[config.mk]
export PLATFORM = sky130hd
export DESIGN_NAME = sdp_seg_capture
export DESIGN_NICKNAME = d
export VERILOG_FILES = /design/src/rtl/sdp_seg_capture.sv
export SDC_FILE = /design/constraint.sdc
export NUM_CORES = 1
export LEC_CHECK = 0
export BUFFER_PORTS_ARGS = -buffer_cell sky130_fd_sc_hd__clkbuf_2
export CAP_MARGIN = 40
export CORE_UTILIZATION = 41
export DETAILED_ROUTE_END_ITERATION = 8
export GPL_TIMING_DRIVEN = 0
export PLACE_DENSITY = 0.69
export RECOVER_POWER = 25
export SKIP_CTS_REPAIR_TIMING = 1
export SYNTH_ARGS = -nofsm -noshare
export SYNTH_HDL_FRONTEND = slang
export SYNTH_SLANG_ARGS = --single-unit
[constraint.sdc]
create_clock -name clk -period 3.7 [get_ports clk]
set_clock_uncertainty 0.2 [all_clocks]
set_input_delay 0.37 -clock clk [delete_from_list [all_inputs] [get_ports clk]]
set_output_delay 0.37 -clock clk [all_outputs]
set_load 0.05 [all_outputs]
[src/rtl/sdp_seg_capture.sv]
// Receive side of the multiplexed 7-seg bus. It samples the active-low seg/anode lines and recovers one hex nibble per digit.
// Build option: define SDP_DP_CAPTURE_EN to add dp_out and to include the decimal point in the stability compare.
module sdp_seg_capture #(
    parameter int unsigned DIGITS        = 8,
    parameter int unsigned STABLE_CYCLES = 4,
    parameter int unsigned CNT_W         = 3
) (
    input  logic                  clk,
    input  logic                  rst,
    input  logic [7:0]            seg_in,
    input  logic [DIGITS-1:0]     an_in,
    output logic [4*DIGITS-1:0]   value,
    output logic [DIGITS-1:0]     digit_ok,
    output logic                  frame_done,
    output logic                  err
`ifdef SDP_DP_CAPTURE_EN
    ,
    output logic [DIGITS-1:0]     dp_out
`endif
);

    typedef enum logic [1:0] {WAIT, COUNT, HELD} state_t;

    state_t                state, state_next;
    logic [7:0]            s_seg;
    logic [DIGITS-1:0]     s_an;
    logic [7:0]            cmp_seg;
    logic [7+DIGITS:0]     sample, ref_pat, ref_next;
    logic [CNT_W-1:0]      cnt, cnt_next;
    logic                  legal, capture, start;
    logic [DIGITS-1:0]     cap_mask, seen, seen_next;
    logic [3:0]            nibble;
    logic                  nib_ok;

`ifdef SDP_DP_CAPTURE_EN
    assign cmp_seg = s_seg;
`else
    logic dp_keep;
    assign dp_keep = 1'b0;
    assign cmp_seg = {s_seg[7] & dp_keep, s_seg[6:0]};
`endif

    assign sample    = {cmp_seg, s_an};
    assign legal     = ($countones(~s_an) == 1);
    assign cap_mask  = ~s_an;
    assign seen_next = seen | (capture ? cap_mask : '0);

    always_comb begin
        nibble = 4'h0;
        nib_ok = 1'b1;
        case (s_seg[6:0])
            7'h40: nibble = 4'h0;
            7'h79: nibble = 4'h1;
            7'h24: nibble = 4'h2;
            7'h30: nibble = 4'h3;
            7'h19: nibble = 4'h4;
            7'h12: nibble = 4'h5;
            7'h02: nibble = 4'h6;
            7'h78: nibble = 4'h7;
            7'h00: nibble = 4'h8;
            7'h10: nibble = 4'h9;
            7'h08: nibble = 4'hA;
            7'h03: nibble = 4'hB;
            7'h46: nibble = 4'hC;
            7'h21: nibble = 4'hD;
            7'h06: nibble = 4'hE;
            7'h0E: nibble = 4'hF;
            default: nib_ok = 1'b0;
        endcase
    end

    // The capture fires on the edge where the counter would reach STABLE_CYCLES-1,
    // so a pattern sampled STABLE_CYCLES times in a row lands on that same edge.
    always_comb begin
        state_next = state;
        cnt_next   = cnt;
        ref_next   = ref_pat;
        capture    = 1'b0;
        start      = 1'b0;
        case (state)
            WAIT:  start = 1'b1;
            COUNT: begin
                if (sample == ref_pat) begin
                    if (cnt == CNT_W'(STABLE_CYCLES - 2)) begin
                        capture    = 1'b1;
                        state_next = HELD;
                    end else begin
                        cnt_next = cnt + CNT_W'(1);
                    end
                end else begin
                    start = 1'b1;
                end
            end
            HELD:  start = (sample != ref_pat);
            default: start = 1'b1;
        endcase
        if (start) begin
            cnt_next = '0;
            ref_next = sample;
            if (!legal) begin
                state_next = WAIT;
            end else if (STABLE_CYCLES == 1) begin
                capture    = 1'b1;
                state_next = HELD;
            end else begin
                state_next = COUNT;
            end
        end
    end

    always_ff @(posedge clk) begin
        if (rst) begin
            state   <= WAIT;
            cnt     <= '0;
            ref_pat <= '0;
            s_seg   <= '0;
            s_an    <= '1;
        end else begin
            state   <= state_next;
            cnt     <= cnt_next;
            ref_pat <= ref_next;
            s_seg   <= seg_in;
            s_an    <= an_in;
        end
    end

    always_ff @(posedge clk) begin
        if (rst) begin
            value      <= '0;
            digit_ok   <= '0;
            seen       <= '0;
            frame_done <= 1'b0;
            err        <= 1'b0;
`ifdef SDP_DP_CAPTURE_EN
            dp_out     <= '0;
`endif
        end else begin
            frame_done <= &seen_next;
            seen       <= (&seen_next) ? '0 : seen_next;
            err        <= capture && !nib_ok;
            for (int unsigned i = 0; i < DIGITS; i++) begin
                if (capture && cap_mask[i]) begin
                    if (nib_ok) begin
                        value[4*i +: 4] <= nibble;
                        digit_ok[i]     <= 1'b1;
                    end else begin
                        digit_ok[i]     <= 1'b0;
                    end
`ifdef SDP_DP_CAPTURE_EN
                    dp_out[i] <= ~s_seg[7];
`endif
                end
            end
        end
    end

endmodule

# After elaboration in Yosys (flattened, before gate mapping)
# Index checks and enable logic that the tools add are counted.
# W data, S select, Z words.
# classes
magnitude_cmp,0
mul,0
bitwise,3
n_shift,0
div,0
n_mux,14
reduce_logical,28
eq_ne,21
addsub,8
# ops
cell,count
$pmux W4 S15,1
$eq A7 B7 Y1 const B,4
$eq A7 B5 Y1 const B,3
$eq A7 B6 Y1 const B,3
$reduce_and A2 Y1,8
$reduce_or A16 Y1,1
$eq A15 B15 Y1,1
$ne A15 B15 Y1,1
$eq A7 B2 Y1 const B,2
$eq A7 B4 Y1 const B,2
$logic_and A1 B1 Y1,9
$add A1 B1 Y2,4
$mux W2,4
$mux W8,1
$not A8 Y8,1
$or A8 B8 Y8,1
$reduce_and A8 Y1,1
$eq A7 B3 Y1 const B,1
$logic_not A7 Y1,1
$mux W1,7
$add A2 B2 Y3,2
$reduce_and A3 Y1,2
$reduce_bool A2 Y1,3
$add A3 B3 Y4,1
9 further kinds,10
# word_totals
latchBits,0
out_inout_bits,42
mem_count,0
ff_bits,85
romBits,0
input_bits,18
elab_cells,98
mem_bits_rw,0

# Logic depth before layout (Yosys ltp)
# Gate-level depths: netlist (run 1).
# depth
depth_word,8
mapped_depth,12
ltp_nobuf,12

# Worst setup path before layout (run 1)
# Ideal clock, no wire load.
# synth_timing
path_type,flip-flop to flip-flop
startpoint,register s_an[1]
endpoint,register state[0]
arrival_ps,3101
setup_ps,65
setup_slack_ps,334
t_required_ps,3435
path_stages_with_launch,13
path_cell_list,dfxtp_1 fa_1 inv_1 fa_1 fa_1 ha_1 inv_1 fa_1 a2111oi_0 a21oi_1 nor3_1 a31oi_1 nor2_1
# synth_between
elab_chain_cells,7
elab_cells_between_ends,15
classes_between,3 x add/sub; 3 x eq/ne; 4 x mux; 1 x bitwise; 4 x reduce/logical
# synth_rtl
element,line,source
"start, declared",26,logic [DIGITS-1:0] s_an;
"start signal, assigned",123,s_an <= an_in;
$not A8 Y8,44,assign legal = ($countones(~s_an) == 1);
$add A1 B1 Y2 (not written as such),44,
$add A2 B2 Y3 (not written as such),44,
$add A3 B3 Y4 (not written as such),44,
$eq A4 B1 Y1,44,
$mux W1,100,if (!legal) begin
$mux W2,97,if (start) begin
"end signal, assigned",119,state <= state_next;
"end, declared",24,"state_t state, state_next;"
# Several ways; a longest one is shown, not always the timed one.
# A chain may end at the register's enable or synchronous reset.

# Worst setup path after layout (run 1)
# layout_timing
startpoint,register s_an[3]
endpoint,register state[0]
# Same word-level chain as after synthesis.

==> results of run 1 <==
-- flip-flops by register name (all words and copies together), names as in the netlist --
register,flops
digit_ok,8
seen,8
s_an,8
err,1
cnt,3
frame_done,1
s_seg,7
ref_pat,15
state,2
value,32
-- worst max-delay path: stages (launching register included) --
cell and delay, ns:
dfxtp_2 0.47, fa_1 0.45, inv_1 0.07, fa_1 0.42, fa_1 0.52, ha_2 0.21, inv_1 0.06, fa_1 0.40
a2111oi_2 0.30, a21oi_1 0.08, nor3_1 0.18, a31oi_1 0.06, nor2_1 0.09
-- worst max path at each step --
| stage | to | slack [ns] | cells past startpoint |
|---|---|---|---|
| after floorplan | state[0] | 0.33 | 12 |
| after global placement | state[0] | 0.06 | 12 |
| after detailed placement | state[0] | -0.03 | 12 |
| after CTS | state[0] | -0.06 | 12 |
| after global routing | state[0] | -0.006 | 12 |
| final | state[0] | 0.13 | 12 |
-- layout make-up --
cell class	count	area [µm²]
Inverter	16	60.06
Tap cell	108	135.1
Timing Repair Buffer	64	326.6
Clock buffer	9	123.9
Sequential cell	85	1708
Multi-Input combinational cell	284	1913
Clock inverter	6	71.32
Buffer	22	133.9
Fill cell	839	4377
-- through the flow --
stage,hold WS [ns],setup WS [ns],utilization
after CTS,-0.01851,-0.05829,0.5004
after detailed placement,0.2599,-0.02633,0.4784
after global routing,0.003357,-0.005965,0.5054
final,-0.008881,0.1300,0.5054
after floorplan,0.2533,0.3343,-
after global placement,0.2540,0.05811,0.4775
-- where the power goes --
part | internal (mW) | total, mW | switching, mW
sequential | 0.946 | 0.980 | 0.0342
clock | 0.315 | 0.666 | 0.350
combinational | 0.110 | 0.265 | 0.155
-- cells in the mapped netlist (7+ instances only) --
cell / n / area, µm²
a211oi_1: 14 / 105.1
a21oi_1: 22 / 110.1
a22o_1: 16 / 140.1
clkbuf_1: 10 / 37.54
dfxtp_1: 85 / 1702
ha_1: 7 / 87.58
inv_1: 16 / 60.06
mux2i_1: 10 / 100.1
nand2_1: 21 / 78.83
nand2b_1: 9 / 56.30
nor2_1: 66 / 247.7
nor2b_1: 9 / 56.30
nor3_1: 14 / 70.07
nor3_2: 7 / 70.07
or2_2: 10 / 62.56
xor2_1: 16 / 140.1
-- routing by layer --
layer | vias up | part of all wire | global-route usage
met1 | 1489 | 0.46 | 0.2386
met3 | 11 | 0.038 | 0.02577
met5 | - | 0 | 0
met2 | 70 | 0.48 | 0.3104
met4 | 0 | 0.017 | 0.1033
li1 | 1543 | - | -
-- cells by family (layout without fill, tap and decap cells) --
family	Yosys count	after routing	synth area share
XOR/XNOR	19	19	0.04774
flip-flops	85	85	0.4478
adder cells (fa/ha/maj)	11	11	0.04412
buffers and inverters	38	117	0.05104
multiplexers	10	10	0.02634
AND/OR/NAND/NOR	169	169	0.2443
AO/OA/AOI/OAI	75	75	0.1386
==> metrics.csv, run 1 <==
stage,metric,value,unit
global_routing,grt_first_pass_wirelength,14170,µm
layout,layout_common_cells,"dfxtp_1, nor2_1, clkbuf_2",
critical_path,crit_required,3.80,ns
critical_path,worstSetupEndpointType,flip-flop,
min_path,worstHoldEndpoint,s_an[1],
layout,antenna_cells,0,
floorplan,dieArea,0.009657,mm²
min_path,hp-start,an_in[1],
placement,place_area,0.004233,mm²
placement,numPortBuffers,58,
global_routing,grt_overflow,0,
clock_tree,clk-insertion-delay-late,0.36,ns
logic_synthesis,synth.distinct_cells,53,
floorplan,die_h,98.27,µm
min_path,hold_depth,2,
detailed_routing,detail_route.wirelength,8866,µm
logic_synthesis,synth-seq-cells,85,
sta,tightest_slew,0.7357,ns
layout,final_common_cell,dfxtp_1,
logic_synthesis,synth_ff_type,dfxtp_1,
sta,timing.final.crit_period,3.570,ns
power_and_ir_drop,power_density,427.3,mW/mm²
logic_synthesis,syn_area_per_cell,9.336,µm²
sta,hold_violations,3,
logic_synthesis,synth_edf_count,0,
critical_path,startpoint,s_an[3],
global_routing,antenna_found_initial,0,
logic_synthesis,syn-cell-area,0.003800,mm²
sta,period_share,0.9649,
critical_path,r2r_end,state[0],
sta,max_freq,0.2801,GHz
critical_path,cp_max_fo,7,
placement,hpwl,6473,µm
power_and_ir_drop,irDropWorstVdd,0.1770,mV
clock_tree,clkTransAtPathRegs,0.09,ns
detailed_routing,route.detailed.drc,8,
critical_path,worstRegToRegCells,12,
floorplan,rows,34,
clock_tree,h-tree-depth,3,
layout,fin_area,0.004472,mm²
detailed_routing,vias,3113,
floorplan,fp.dieW,98.27,µm
logic_synthesis,netlist_instances,407,
clock_tree,cts_tree,built,
sta,slew_headroom,0.5077,
min_path,worst_hold_path_type,input pin to flip-flop,
global_routing,grt_use_total,0.1883,
sta,whs,-0.008881,ns
layout,drive_gt1_frac,0.2222,
layout,syn2layout_area_growth,17.68,%
run_status,failed_checks,"design-rule violations, negative hold slack",
layout,nets,511,
sta,fin_setup_tns,0,ns
logic_synthesis,synth-async-reset-ratio,0,
floorplan,io_pins,60,
clock_tree,root_buffer,clkbuf_8,
floorplan,coreArea,0.008848,mm²
clock_tree,clock_sinks,85,
detailed_routing,routedWlPerCell,14.93,µm
global_routing,grt_pass1_vias,2916,
critical_path,cp_data_arrival_time,3.67,ns
layout,instances_no_fill,594,
critical_path,ff2ff_setup_slack,0.13,ns
placement,dp_cells,574,
sta,final_max_slew_viol_count,0,
power_and_ir_drop,finalPower,1.911,mW
detailed_routing,antenna_left,0,
global_routing,grt_max_degree,16,
critical_path,crit_type,flip-flop to flip-flop,
critical_path,rr_startpoint,s_an[3],
detailed_routing,routed_via_density,5.241,
logic_synthesis,yosysSeqAreaShare,0.4478,
logic_synthesis,yosysWarnings,0,
detailed_routing,drtIter0Drc,124,
flow_run,drv_cap,0,
clock_tree,cts.path.max_buffers,2,
sta,finalSetupViolCount,0,
placement,gp_congestion,0.8167,
logic_synthesis,synth_nets,436,
detailed_routing,drtPass1Iterations,8,
clock_tree,cts_made_buffers,9,
floorplan,start_util,0.4294,
power_and_ir_drop,power.leakage,1.752,nW
run_status,status,"complete, but fails checks",
critical_path,worstSetupStartpointType,flip-flop,
(Power assumes the default switching activity.)
==> run 2, diff against run 1 <==
CELL_PAD_IN_SITES_DETAIL_PLACEMENT = 1   (was not set)
CELL_PAD_IN_SITES_GLOBAL_PLACEMENT = 2   (was not set)
CORE_UTILIZATION = 36   (was 41)
CTS_BUF_LIST = sky130_fd_sc_hd__clkbuf_8   (was not set)
PLACE_DENSITY = 0.9   (was 0.69)
==> run 2 against run 1 <==
  * Critical endpoint unchanged
  * The run ends with negative hold slack left
  * Highest routed layer unchanged
  * Global-route usage increased by 0.90 points
  * Combinational power up 6%
  * Clock power is 3% lower
  * Sequential power about the same
  * Routed wire length grew 14%
  * Final area is 1.6% higher
  * First-iteration DRC count decreased by 44%
  * Die area grew 14%
  * Largest cell class unchanged
  * Worst hold slack improved by 0.0012 ns
  * Total power about the same
  * Cell count up 4.7%
  * Fmax increased by 2.9%
==> metrics.csv, run 2 (synthesized netlist as in run 1, its figures left out) <==
stage,metric,value,unit,change
clock_tree,root_buffer,clkbuf_8,,unchanged
detailed_routing,drtIter0Drc,69,,was 124
placement,preCtsSetupSlack,-0.09864,ns,was -0.02633 ns
critical_path,cp_cell_sequence,"fa_1, inv_1, fa_1, fa_1, ha_4, inv_1, fa_2, a2111oi_4, a21oi_1, nor3_1, a31oi_1, nor2_1",,"was fa_1, inv_1, fa_1, fa_1, ha_2, inv_1, fa_1, a2111oi_2, a21oi_1, nor3_1, a31oi_1, nor2_1"
layout,biggestRegsByFlops,"value: 32 flops, ref_pat: 15 flops",,unchanged
floorplan,io_pins,60,,unchanged
power_and_ir_drop,power.switching,0.5245,mW,was 0.5395 mW
sta,finalSetupViolCount,0,,unchanged
power_and_ir_drop,pwr-share-seq,0.514,,was 0.513
global_routing,antenna_found_initial,0,,unchanged
detailed_routing,routed_via_density,5.088,,was 5.241
critical_path,worstSetupEndpointType,flip-flop,,unchanged
detailed_routing,antenna_left,0,,unchanged
critical_path,worstSetupStartpointType,flip-flop,,unchanged
layout,largest_reg_flops,32,,unchanged
floorplan,dieArea,0.01097,mm²,was 0.009657 mm²
critical_path,rr_startpoint,s_an[0],,was s_an[3]
layout,drive_gt1_frac,0.2181,,was 0.2222
power_and_ir_drop,finalPower,1.909,mW,was 1.911 mW
global_routing,grt_use_total,0.1973,,was 0.1883
critical_path,crit_top_cell,fa_1,,unchanged
clock_tree,h-tree-depth,3,,unchanged
layout,final_common_cell,dfxtp_1,,unchanged
global_routing,grt_max_degree,14,,was 16
global_routing,grt_first_pass_wirelength,16890,µm,was 14170 µm
layout,syn2layout_area_growth,19.53,%,was 17.68%
global_routing,grt_overflow,0,,unchanged
power_and_ir_drop,clkPwrFrac,0.340,,was 0.348
sta,tightest_slew,0.8986,ns,was 0.7357 ns
global_routing,grt_pass1_vias,3378,,was 2916
layout,antenna_cells,0,,unchanged
clock_tree,clk-insertion-delay-late,0.36,ns,about the same
critical_path,cp_max_fo,7,,unchanged
critical_path,crit_type,flip-flop to flip-flop,,unchanged
sta,timing.final.crit_period,3.468,ns,was 3.570 ns
detailed_routing,detail_route.wirelength,10100,µm,was 8866 µm
critical_path,worstRegToRegCells,12,,unchanged
layout,instances_no_fill,622,,was 594
clock_tree,cts_made_buffers,9,,unchanged
flow_run,drv_cap,0,,unchanged
placement,dp_cells,601,,was 574
sta,setup_ws,0.2320,ns,was 0.1300 ns
layout,nets,512,,was 511
sta,max_freq,0.2883,GHz,was 0.2801 GHz
floorplan,coreArea,0.01028,mm²,was 0.008848 mm²
sta,fin_setup_tns,0,ns,unchanged
run_status,status,"complete, but fails checks",,unchanged
placement,hpwl,7483,µm,was 6473 µm
critical_path,slowest_delay,0.53,ns,was 0.52 ns
clock_tree,clkTransAtPathRegs,0.08,ns,was 0.09 ns
power_and_ir_drop,switching_share,0.2747,,was 0.2823
power_and_ir_drop,internal-power,1.385,mW,was 1.371 mW
power_and_ir_drop,power.leakage,1.759,nW,was 1.752 nW
detailed_routing,routedWlPerCell,16.23,µm,was 14.93 µm
sta,period_share,0.9373,,was 0.9649
power_and_ir_drop,power_density,420.3,mW/mm²,was 427.3 mW/mm²
layout,fill_cells,1239,,was 839
run_status,failed_checks,negative hold slack,,"was design-rule violations, negative hold slack"
floorplan,rows,37,,was 34
min_path,hp-start,an_in[3],,was an_in[1]
critical_path,ff2ff_setup_slack,0.23,ns,was 0.13 ns
sta,hold_violations,1,,was 3
placement,gp_congestion,0.7610,,was 0.8167
clock_tree,clock_sinks,85,,unchanged
sta,whs,-0.007677,ns,was -0.008881 ns
critical_path,cp_data_arrival_time,3.56,ns,was 3.67 ns
layout,largest-register,value,,unchanged
min_path,worst_hold_path_type,input pin to flip-flop,,unchanged
critical_path,r2r_end,state[0],,unchanged
sta,final_max_slew_viol_count,0,,unchanged
floorplan,fp.dieW,104.7,µm,was 98.27 µm
placement,numPortBuffers,58,,unchanged
power_and_ir_drop,power_frac_comb,0.146,,was 0.139
clock_tree,cts_tree,built,,unchanged
sta,rsz0062_at_grt,false,,
detailed_routing,route.detailed.drc,0,,was 8
min_path,worstHoldEndpoint,s_an[3],,was s_an[1]
layout,layout_common_cells,"dfxtp_1, nor2_1, clkbuf_2",,unchanged
clock_tree,cts.path.max_buffers,2,,unchanged
floorplan,start_util,0.3697,,was 0.4294
detailed_routing,drtPass1Iterations,4,,was 8
critical_path,slowest_stage,fa_1,,unchanged
critical_path,crit_required,3.79,ns,was 3.80 ns
floorplan,die_h,104.7,µm,was 98.27 µm
detailed_routing,vias,3165,,was 3113
sta,slew_headroom,0.4009,,was 0.5077
min_path,hold_depth,2,,unchanged
power_and_ir_drop,irDropWorstVdd,0.2116,mV,was 0.1770 mV
## run 2: cell types whose count changed in the layout (fill, tap and decap cells not counted), sizes merged
cell	change
buf	-1
clkinvlp	-1
dlygate4sd3	+2
inv	-1
clkbuf	+1
## run 2: routing by layer
metal / wire length (µm) / vias up / share of wire / global-route usage
met3: 270 / 14 / 0.027 / 0.02807
met1: 4754 / 1548 / 0.47 / 0.2487
met5: 0 / - / 0 / 0
met4: 186 / 0 / 0.018 / 0.08853
li1: - / 1539 / - / -
met2: 4884 / 64 / 0.48 / 0.3340
## run 2: worst max-delay path by stage
stage,startpoint,to,depth (start not counted)
6_report,s_an[0],state[0],12
5_1_grt,s_an[0],state[0],12
4_1_cts,s_an[3],state[0],12
3_5_place_dp,s_an[3],state[0],12
3_3_place_gp,s_an[1],state[0],12
2_1_floorplan,s_an[1],state[0],12
## run 2: through the flow
step | utilization | cell area, µm²
2_1_floorplan | - | 3800
3_3_place_gp | 0.4145 | 4260
3_5_place_dp | 0.4145 | 4260
4_1_cts | 0.4328 | 4448
5_1_grt | 0.4419 | 4542
6_report | 0.4419 | 4542
## run 2: worst max-delay path: cells and delay by family, from the launching register on
kind                       cells  cell delay (ns)
and+or+nand+nor                2             0.27
DFF                            1             0.38
adders and majority gates      5             2.04
buffers and inverters          2             0.11
AOI/OAI and AO/OA              3             0.41
## run 2: area by class of cell
cell class / instances / area (µm²) / share of cell area
Buffer: 22 / 133.9 / 0.02948
Clock buffer: 10 / 137.6 / 0.03030
Clock inverter: 4 / 50.05 / 0.01102
Inverter: 16 / 60.06 / 0.01322
Multi-Input combinational cell: 284 / 1938 / 0.4267
Sequential cell: 85 / 1713 / 0.3771
Tap cell: 136 / 170.2 / 0.03747
Timing Repair Buffer: 65 / 339.1 / 0.07466
## run 2: power groups by stage
stage	Clock, mW	Combinational [mW]	Sequential [mW]
5_1_grt	0.705	0.314	0.985
2_1_floorplan	0	0.197	0.992
3_5_place_dp	0	0.263	1.00
4_1_cts	0.665	0.264	0.982
3_3_place_gp	0	0.250	1.00
6_report	0.649	0.280	0.981
==> run 3, diff against run 2 <==
CAP_MARGIN = 20   (was 40)
CELL_PAD_IN_SITES_DETAIL_PLACEMENT = not set   (was 1)
CELL_PAD_IN_SITES_GLOBAL_PLACEMENT = not set   (was 2)
CORE_UTILIZATION = 41   (was 36)
PLACE_DENSITY = 0.69   (was 0.9)
SLEW_MARGIN = 30   (was not set)
==> run 3 against run 2 <==
  * The flow finishes with violations (design-rule violations)
  * Core utilization up 6.5 points
  * Count of clock-buffer cells in the layout down 1
  * Sequential share of layout area up 0.33 points
  * Die area down 12%
  * Largest power group unchanged
  * Worst hold slack better by 0.0091 ns
  * Critical path type unchanged
  * Register-to-register slack worse by 0.07 ns
  * Via count down 1.2%
==> metrics.csv, run 3 (synthesized netlist as in run 1, its figures left out) <==
stage,metric,value,unit,change
run_status,status,"complete, but fails checks",,unchanged
run_status,failed_checks,design-rule violations,,was negative hold slack
sta,rsz0062_at_grt,false,,unchanged
clock_tree,h-tree-depth,3,,unchanged
layout,final_common_cell,dfxtp_1,,unchanged
critical_path,crit_required,3.80,ns,was 3.79 ns
floorplan,die_h,98.27,µm,was 104.7 µm
layout,syn2layout_area_growth,17.98,%,was 19.53%
detailed_routing,routedWlPerCell,14.79,µm,was 16.23 µm
placement,hpwl,6458,µm,was 7483 µm
sta,finalSetupViolCount,0,,unchanged
placement,preCtsSetupSlack,-0.01700,ns,was -0.09864 ns
layout,largest-register,value,,unchanged
detailed_routing,drtPass1Iterations,8,,was 4
flow_run,drv_cap,0,,unchanged
floorplan,io_pins,60,,unchanged
detailed_routing,vias,3126,,was 3165
layout,fill_cells,867,,was 1239
sta,tightest_slew,0.9022,ns,was 0.8986 ns
clock_tree,cts_made_buffers,9,,unchanged
floorplan,fp.dieW,98.27,µm,was 104.7 µm
sta,period_share,0.9563,,was 0.9373
sta,max_freq,0.2826,GHz,was 0.2883 GHz
critical_path,cp_data_arrival_time,3.64,ns,was 3.56 ns
global_routing,grt_use_total,0.1892,,was 0.1973
sta,hold_violations,0,,was 1
detailed_routing,drtIter0Drc,119,,was 69
layout,drive_gt1_frac,0.2172,,was 0.2181
sta,slew_headroom,0.3985,,was 0.4009
critical_path,worstSetupStartpointType,flip-flop,,unchanged
global_routing,grt_max_degree,16,,was 14
placement,dp_cells,573,,was 601
placement,gp_congestion,0.8167,,was 0.7610
detailed_routing,detail_route.wirelength,8812,µm,was 10100 µm
clock_tree,cts.path.max_buffers,2,,unchanged
power_and_ir_drop,power.leakage,1.761,nW,was 1.759 nW
clock_tree,root_buffer,clkbuf_8,,unchanged
global_routing,grt_first_pass_wirelength,14250,µm,was 16890 µm
layout,instances_no_fill,596,,was 622
sta,setup_ws,0.1617,ns,was 0.2320 ns
placement,numPortBuffers,58,,unchanged
global_routing,antenna_found_initial,0,,unchanged
floorplan,coreArea,0.008848,mm²,was 0.01028 mm²
critical_path,cp_max_fo,7,,unchanged
sta,final_max_slew_viol_count,0,,unchanged
layout,layout_common_cells,"dfxtp_1, nor2_1, clkbuf_2",,unchanged
global_routing,grt_overflow,0,,unchanged
sta,fin_setup_tns,0,ns,unchanged
critical_path,crit_type,flip-flop to flip-flop,,unchanged
floorplan,rows,34,,was 37
clock_tree,cts_tree,built,,unchanged
detailed_routing,route.detailed.drc,7,,was 0
layout,largest_reg_flops,32,,unchanged
min_path,worst_hold_path_type,input pin to flip-flop,,unchanged
layout,antenna_cells,0,,unchanged
layout,nets,512,,unchanged
detailed_routing,antenna_left,0,,unchanged
global_routing,grt_pass1_vias,2985,,was 3378
clock_tree,clkTransAtPathRegs,0.09,ns,was 0.08 ns
layout,biggestRegsByFlops,"value: 32 flops, ref_pat: 15 flops",,unchanged
power_and_ir_drop,irDropWorstVdd,0.1680,mV,was 0.2116 mV
critical_path,worstSetupEndpointType,flip-flop,,unchanged
detailed_routing,routed_via_density,5.245,,was 5.088
clock_tree,clk-insertion-delay-late,0.36,ns,about the same
clock_tree,clock_sinks,85,,unchanged
power_and_ir_drop,power_density,425.0,mW/mm²,was 420.3 mW/mm²
floorplan,dieArea,0.009657,mm²,was 0.01097 mm²
floorplan,start_util,0.4294,,was 0.3697
sta,timing.final.crit_period,3.538,ns,was 3.468 ns
[run 3: path summary, 6_finish.rpt]
check                   end  slack [ns]  cells past startpoint  startpoint
hold / removal      s_an[7]       0.001                      2    an_in[7]
hold reg to reg   value[31]        0.28                      2   value[31]
setup reg to reg   state[0]        0.16                     12     s_an[0]
setup / recovery   state[0]        0.16                     12     s_an[0]
[run 3: metal layers]
metal	global-route usage	wire, µm
met3	0.03937	329
met4	0.09185	155
met1	0.2293	4109
met2	0.3202	4218
met5	0	0
[run 3: power by group]
part | total [mW] | internal (mW) | switching, mW | leakage (nW)
combinational | 0.264 | 0.110 | 0.154 | 0.972
sequential | 0.981 | 0.947 | 0.0340 | 0.692
clock | 0.661 | 0.315 | 0.346 | 0.0976
[run 3: area by class of cell]
| cell class | count | area, µm² | area share |
|---|---|---|---|
| Buffer | 22 | 133.9 | 0.02986 |
| Timing Repair Buffer | 65 | 339.1 | 0.07563 |
| Clock inverter | 7 | 75.07 | 0.01675 |
| Inverter | 16 | 60.06 | 0.01340 |
| Sequential cell | 85 | 1705 | 0.3804 |
| Multi-Input combinational cell | 284 | 1911 | 0.4262 |
| Tap cell | 108 | 135.1 | 0.03014 |
| Clock buffer | 9 | 123.9 | 0.02763 |
[run 3: per-stage QoR]
| step | utilization | instance area (µm²) | hold slack (ns) | power, mW |
|---|---|---|---|---|
| 2_1_floorplan | - | 3800 | 0.2533 | 1.189 |
| 3_3_place_gp | 0.4775 | 4225 | 0.2540 | 1.246 |
| 3_5_place_dp | 0.4775 | 4225 | 0.2633 | 1.256 |
| 4_1_cts | 0.5000 | 4424 | -0.01947 | 1.909 |
| 5_1_grt | 0.5066 | 4483 | 0.003026 | 1.993 |
| 6_report | 0.5066 | 4483 | 0.001472 | 1.906 |
[run 3: worst max-delay path: stages, from the launching register on]
cell	delay, ns
dfxtp_2	0.38
fa_1	0.54
inv_1	0.05
fa_1	0.44
fa_1	0.52
ha_1	0.20
inv_1	0.06
fa_1	0.39
a2111oi_2	0.29
a21oi_1	0.08
nor3_1	0.17
a31oi_1	0.06
nor2_1	0.10
